## src/rtl/imem_loader.sv

```systemverilog
`default_nettype none
// ============================================================================
//  Module   : imem_loader
//  Purpose  : Boot-time program loader for the LEGv8 instruction memory.
//             Takes a valid/ready byte stream of the form
//               LEN_LO, LEN_HI, then 4*N data bytes (each word little-endian),
//             writes word i to imem word address i, and holds the core in
//             reset until the whole image has been written.
//  Options  : CHECKSUM_EN - when defined, one extra byte follows the data and
//             must equal the XOR of all 4*N data bytes; a mismatch aborts the
//             load into ERROR.
//  Ports    : clock, reset_n (sync, active-low), start (load request pulse)
//             in_data/in_valid/in_ready    byte stream
//             imem_we/imem_addr/imem_wdata instruction-memory write port
//             cpu_rst_n                    core reset (0 = held)
//             done, error, words_loaded    load status
//  Revision : 1.0  initial release
// ============================================================================
module imem_loader #(
  parameter int ADDR_W = 8
) (
  input  logic              clock,
  input  logic              reset_n,
  input  logic              start,
  input  logic [7:0]        in_data,
  input  logic              in_valid,
  output logic              in_ready,
  output logic              imem_we,
  output logic [ADDR_W-1:0] imem_addr,
  output logic [31:0]       imem_wdata,
  output logic              cpu_rst_n,
  output logic              done,
  output logic              error,
  output logic [15:0]       words_loaded
);

  // Capacity is held in 17 bits so that 2**16 still fits.
  localparam logic [16:0] MAX_WORDS = 17'(2 ** ADDR_W);

  typedef enum logic [2:0] {
    S_IDLE   = 3'd0,
    S_HDR0   = 3'd1,
    S_HDR1   = 3'd2,
    S_DATA   = 3'd3,
`ifdef CHECKSUM_EN
    S_CSUM   = 3'd4,
`endif
    S_SETTLE = 3'd5,
    S_DONE   = 3'd6,
    S_ERROR  = 3'd7
  } state_t;

  state_t      state;
  logic [7:0]  len_lo;
  logic [15:0] len;
  logic [1:0]  byte_cnt;
  logic [23:0] word_buf;   // bytes 0..2 of the word being assembled
`ifdef CHECKSUM_EN
  logic [7:0]  csum;
`endif

  logic        take;
  logic [15:0] hdr_len;
  logic [15:0] words_next;
  logic        last_word;

  // Ready depends on state alone so a source can rely on it without
  // any combinational path back from in_valid.
  always_comb begin
    in_ready = 1'b0;
    case (state)
      S_HDR0, S_HDR1, S_DATA: in_ready = 1'b1;
`ifdef CHECKSUM_EN
      S_CSUM:                 in_ready = 1'b1;
`endif
      default:                in_ready = 1'b0;
    endcase
  end

  assign take       = in_valid & in_ready;
  assign hdr_len    = {in_data, len_lo};
  assign words_next = words_loaded + 16'd1;
  assign last_word  = (words_next == len);

  always_ff @(posedge clock) begin
    if (!reset_n) begin
      state        <= S_IDLE;
      len_lo       <= 8'd0;
      len          <= 16'd0;
      byte_cnt     <= 2'd0;
      word_buf     <= 24'd0;
      imem_we      <= 1'b0;
      imem_addr    <= '0;
      imem_wdata   <= 32'd0;
      cpu_rst_n    <= 1'b0;
      done         <= 1'b0;
      error        <= 1'b0;
      words_loaded <= 16'd0;
`ifdef CHECKSUM_EN
      csum         <= 8'd0;
`endif
    end else begin
      // Write strobe is a one-cycle pulse; address/data simply hold.
      imem_we <= 1'b0;

      case (state)
        S_IDLE, S_DONE, S_ERROR: begin
          if (start) begin
            state        <= S_HDR0;
            words_loaded <= 16'd0;
            done         <= 1'b0;
            error        <= 1'b0;
            byte_cnt     <= 2'd0;
            cpu_rst_n    <= 1'b0;   // re-holds the core when reloading from DONE
`ifdef CHECKSUM_EN
            csum         <= 8'd0;
`endif
          end
        end

        S_HDR0: begin
          if (take) begin
            len_lo <= in_data;
            state  <= S_HDR1;
          end
        end

        S_HDR1: begin
          if (take) begin
            len <= hdr_len;
            // Rejecting oversize images here is what keeps imem_addr from
            // ever wrapping.
            if ((hdr_len == 16'd0) || ({1'b0, hdr_len} > MAX_WORDS)) begin
              state <= S_ERROR;
              error <= 1'b1;
            end else begin
              state <= S_DATA;
            end
          end
        end

        S_DATA: begin
          if (take) begin
            byte_cnt <= byte_cnt + 2'd1;
`ifdef CHECKSUM_EN
            csum     <= csum ^ in_data;
`endif
            case (byte_cnt)
              2'd0: word_buf[7:0]   <= in_data;
              2'd1: word_buf[15:8]  <= in_data;
              2'd2: word_buf[23:16] <= in_data;
              default: begin
                imem_we      <= 1'b1;
                imem_addr    <= words_loaded[ADDR_W-1:0];
                imem_wdata   <= {in_data, word_buf};
                words_loaded <= words_next;
                if (last_word) begin
`ifdef CHECKSUM_EN
                  state <= S_CSUM;
`else
                  state <= S_SETTLE;
`endif
                end
              end
            endcase
          end
        end

`ifdef CHECKSUM_EN
        S_CSUM: begin
          if (take) begin
            if (in_data == csum) begin
              state <= S_SETTLE;
            end else begin
              state <= S_ERROR;
              error <= 1'b1;
            end
          end
        end
`endif

        // One spare cycle so the last write has landed before the core runs.
        S_SETTLE: begin
          state     <= S_DONE;
          done      <= 1'b1;
          cpu_rst_n <= 1'b1;
        end

        default: state <= S_IDLE;
      endcase
    end
  end

endmodule
`default_nettype wire

```

## config.mk

```make
export PLATFORM = sky130hd
export DESIGN_NAME = imem_loader
export DESIGN_NICKNAME = d
export VERILOG_FILES = /design/src/rtl/imem_loader.sv
export SDC_FILE = /design/constraint.sdc
export NUM_CORES = 1
export LEC_CHECK = 0
export ABC_AREA = 1
export BUFFER_PORTS_ARGS = -buffer_cell sky130_fd_sc_hd__buf_2
export CORE_MARGIN = 1.5
export CORE_UTILIZATION = 50
export DETAILED_ROUTE_END_ITERATION = 8
export PLACE_DENSITY_LB_ADDON = 0.1
export SKIP_LAST_GASP = 1
export SLEW_MARGIN = 20
export SYNTH_ARGS = -nofsm -noshare
export SYNTH_HDL_FRONTEND = slang
export SYNTH_SLANG_ARGS = --single-unit
export TNS_END_PERCENT = 10
```

## constraint.sdc

```tcl
create_clock -name clock -period 5.4 [get_ports clock]
set_input_delay 1.62 -clock clock [delete_from_list [all_inputs] [get_ports clock]]
set_output_delay 1.62 -clock clock [all_outputs]
set_load 0.02 [all_outputs]
```

==> out/results.env <==
RUN_STATUS='completed'
ROW_COUNT=35
TRITONCTS='done'
FINALNONFILLERCELLS=870
SYNTH.TOP_CELLS.BY_AREA='sky130_fd_sc_hd__dfxtp_1 46%, sky130_fd_sc_hd__nor2_1 13%, sky130_fd_sc_hd__o21ai_0 9.6%'
SYNTH_TOP_CELL_BY_AREA='sky130_fd_sc_hd__dfxtp_1'
FINAL.SETUP_SKEW_NS=0.01169
MASTER_OF_THE_SLOWEST_INSTANCE_ON_THE_CRITICAL_PATH='sky130_fd_sc_hd__nor2_1'
IRDROPWORSTVDD_mV=0.3062
ASYNC_SET_RESET_FLOP_SHARE_OUT_OF_SYNTHESIS_PCT=0
CRIT_FAMILY='buffers and inverters'
HTREEDEPTH=3
DESIGN.PORTCOUNT=73
DRCVIOLATIONCOUNT=0
CP.BUFFERS_INVERTERS=3
POST_CTS_HOLD_FIX_BUFS=0
YOSYSTOPAREACELLSHARE_PCT=46.25
GRT_FIRST_PASS_WIRELENGTH_MM=19.11
AREA_GROWTH_SYN_TO_LAYOUT_PCT=12.75
NUMBER_OF_BUFFERS_CREATED_BY_CTS=9
HOLDCRITPATHCLASS='reg -> reg'
GRT-OVFL-TOTAL=0
ROUTE.FINAL.WIRE_LENGTH_MM=11.64
TIMING.FINAL.SETUP_VIOLATIONS=0
AREA.SEQUENTIAL_UM2=2242
FINAL.SETUP.TNS_NS=0
GRT_PASS1_VIAS=3872
CRITPATHCAPTURETYPE='register'
FINAL_WORST_PATH_PERIOD_SHARE_PCT=55.65
FIN_WORST_HOLD_SLACK_NS=0.4773
CLK_PIN_SLEW_NS=0.10
TIGHTEST_SLEW_NS=0.8604
CRITPATHREQUIREDTIME_NS=5.64
IO_BUFFERS=72
FIRST_PASS_ITERS=5
POST_SYNTH_NET_TOTAL=695
INITIAL_UTILIZATION_PCT=51.98
GPL.FINAL_WEIGHTED_CONGESTION=0.8326
GRT_MAX_DEGREE=91
FINAL_NET_COUNT=753
CELL_AREA_PLACED_UM2=5265
FLOORPLAN.DIE.HEIGHT_UM=101.5
VIA_COUNT=4475
CLK_ROOT_BUFFER_CELL='sky130_fd_sc_hd__clkbuf_8'
POWER.LEAKAGE_nW=2.342
SYN_AVG_CELL_AREA_UM2=7.151
PLACE_INST=854
YOSYS_REGISTER_BITS=112
PLACEABLECOREAREA_UM2=9328
MULTIINPUTGATEAREA_UM2=2291
DRV.MAX_CAP_VIOLATION_COUNT=0
FMAX_MHz=332.8
SYNTHDISTINCTLIBCELLS=33
WIRE_PER_INST_UM=13.38
CLKSINKCOUNT=112
CRITICAL_PATH.MAX_STAGE_DELAY_NS=0.58
FLOORPLAN.DIE.WIDTH_UM=101.5
GRTUSAGETOTAL_PCT=23.59
YS_SEQ_AREA_SHARE_PCT=46.25
POST_CTS_SIZING_COUNT=0
SETUP_REPAIR_AFTER_GLOBAL_ROUTING_MISSED_ITS_MARGIN='no'
PLACE_WS_NS=2.078
PATH_CELLS='buf_2 > inv_1 > nor2_1 > inv_1 > o21ai_0 > a21oi_1'
HOLD_VIOL=0
FINISH.UTILIZATION_PCT=58.61
WORST_EP_ARRIVAL_TIME_NS=3.25
SYNTHESIS.INSTANCES=678
POST-CTS-SETUP-BUFFER-COUNT=0
TIMING.FINAL.MAX_SLEW_VIOLATIONS=0
COUNT_OF_FILLER_CELLS_INSERTED_IN_THE_LAYOUT=934
WORSTSETUPPATHTYPE='in -> reg'
FINAL_CRITICAL_PATH_SETUP_SLACK_NS=2.395
TIMING.CRITICAL_PATH.FANOUT_MAX=21
SYNTH_WARNINGS=0
ROUTE.DETAILED.VIAS_PER_INST=5.144
FINAL_DESIGN_AREA_NO_FILL_UM2=5466
CLK-INSERTION-DELAY-LATE_NS=0.37
CTS-ROOT-TO-SINK-BUFFERS=2
FINALWORSTPATHREQUIREDPERIOD_NS=3.005
RELSLEWSLACK_PCT=42.58
INITIALDRTVIOLATIONCOUNT=211
DIE-AREA_UM2=10300
LAYOUT-DRIVE-GT1-SHARE_PCT=15.92
ANTENNA_LEFT=0
SYNTH-EDFF-COUNT=0
DP.FINAL_HPWL_MM=7.875
POST_SYNTH_INSTANCE_AREA_UM2=4848
P_TOTAL_mW=1.882
CRIT_PATH_FREQUENT_CELL='sky130_fd_sc_hd__inv_1'
ANTENNA-DIODE-COUNT=0
POSTSYNTH.TOPFLOPCELL='sky130_fd_sc_hd__dfxtp_1'
CRITICAL_PATH.STARTPOINT_TYPE='input port'
POWER.DENSITY_CELL_AREA_nW_PER_UM2=344.3
NUMBER_OF_ANTENNA_VIOLATIONS_AT_THE_FIRST_CHECK_IN_GLOBAL_ROUTING=0
tightest hold or removal path, cell delays in order, from the launching register on:
cell	delay (ns)
sky130_fd_sc_hd__dfxtp_1	0.32
sky130_fd_sc_hd__inv_1	0.06
sky130_fd_sc_hd__a21oi_1	0.05
report_power, final:
part	switching, mW	total [mW]	internal (mW)
Combinational	0.290	0.427	0.137
Clock	0.297	0.517	0.221
Sequential	0.0464	0.938	0.891
cell usage in the layout, fill, tap and decap left out, types with 2 or more instances in the layout:
| cell | n |
|---|---|
| sky130_fd_sc_hd__dfxtp_1 | 112 |
| sky130_fd_sc_hd__nor2_2 | 3 |
| sky130_fd_sc_hd__a211oi_1 | 2 |
| sky130_fd_sc_hd__buf_2 | 72 |
| sky130_fd_sc_hd__nor2_1 | 174 |
| sky130_fd_sc_hd__clkinv_2 | 2 |
| sky130_fd_sc_hd__nand3b_1 | 6 |
| sky130_fd_sc_hd__nand3_1 | 38 |
| sky130_fd_sc_hd__nand4_1 | 9 |
| sky130_fd_sc_hd__buf_4 | 3 |
| sky130_fd_sc_hd__inv_2 | 8 |
| sky130_fd_sc_hd__ha_1 | 5 |
| sky130_fd_sc_hd__nor3_1 | 3 |
| sky130_fd_sc_hd__inv_1 | 41 |
| sky130_fd_sc_hd__a21oi_2 | 2 |
| sky130_fd_sc_hd__o21ai_0 | 93 |
| sky130_fd_sc_hd__clkbuf_8 | 9 |
| sky130_fd_sc_hd__nand2_2 | 6 |
| sky130_fd_sc_hd__nor2_4 | 6 |
| sky130_fd_sc_hd__a21oi_1 | 38 |
| sky130_fd_sc_hd__inv_6 | 2 |
| sky130_fd_sc_hd__nand2_1 | 91 |
| sky130_fd_sc_hd__xnor2_1 | 2 |
worst paths after layout:
kind | from | to | slack, ns | cells past startpoint
setup / recovery | in_valid | len[8]$_SDFFE_PN0P_ | 2.40 | 6
hold / removal | len[6]$_SDFFE_PN0P_ | len[6]$_SDFFE_PN0P_ | 0.48 | 2
hold reg to reg | len[6]$_SDFFE_PN0P_ | len[6]$_SDFFE_PN0P_ | 0.48 | 2
setup reg to reg | state[1]$_SDFFE_PN0P_ | len[8]$_SDFFE_PN0P_ | 2.98 | 7
routing by layer:
metal  track usage, %  wire length [um]  vias up  share of wire, %
met2            37.89              5401      113                46
li1                 -                 -     2312                 -
met4            7.799               182        0               1.6
met5                0                 0        -                 0
met1            32.97              5551     2034                48
met3            3.037               505       16               4.3
synthesized netlist by cell type (2+ instances only):
master,n
sky130_fd_sc_hd__nor2_1,174
sky130_fd_sc_hd__a21oi_1,38
sky130_fd_sc_hd__a211oi_1,2
sky130_fd_sc_hd__inv_1,41
sky130_fd_sc_hd__nor2_4,6
sky130_fd_sc_hd__nand3b_1,6
sky130_fd_sc_hd__nand2_1,91
sky130_fd_sc_hd__nor3_1,3
sky130_fd_sc_hd__clkbuf_1,17
sky130_fd_sc_hd__o21ai_0,93
sky130_fd_sc_hd__inv_2,8
sky130_fd_sc_hd__dfxtp_1,112
sky130_fd_sc_hd__buf_4,4
sky130_fd_sc_hd__xnor2_1,2
sky130_fd_sc_hd__a21oi_2,2
sky130_fd_sc_hd__nand3_1,38
sky130_fd_sc_hd__nand4_1,9
sky130_fd_sc_hd__nor2_2,3
sky130_fd_sc_hd__ha_1,5
sky130_fd_sc_hd__buf_2,6
sky130_fd_sc_hd__nand2_2,6
logic make-up (layout without fill, tap and decap cells):
| group | count (synthesis) | count (layout) | synth area share (%) |
|---|---|---|---|
| AO/OA/AOI/OAI | 138 | 138 | 14.58 |
| XOR/XNOR | 4 | 4 | 1.032 |
| adder cells (fa/ha/maj) | 5 | 5 | 1.290 |
| buffers and inverters | 78 | 141 | 6.503 |
| AND/OR/NAND/NOR | 341 | 341 | 30.35 |
| flip-flops | 112 | 112 | 46.25 |
sequential cells by signal, summed over array words and instances (netlist names):
signal	flops
imem_addr	8
word_buf	24
imem_we	1
byte_cnt	2
imem_wdata	32
len	16
error	1
len_lo	8
words_loaded	16
state	3
done	1
final cells by class:
type,instances,share of cell area [%]
inverters,50,3.433
clock buffers,9,2.266
well taps,129,2.953
clock inverters,7,1.419
flip-flops and latches,112,41.02
repair buffers,75,7.004
multi-input cells,488,41.91
(Power assumes the default switching activity.)
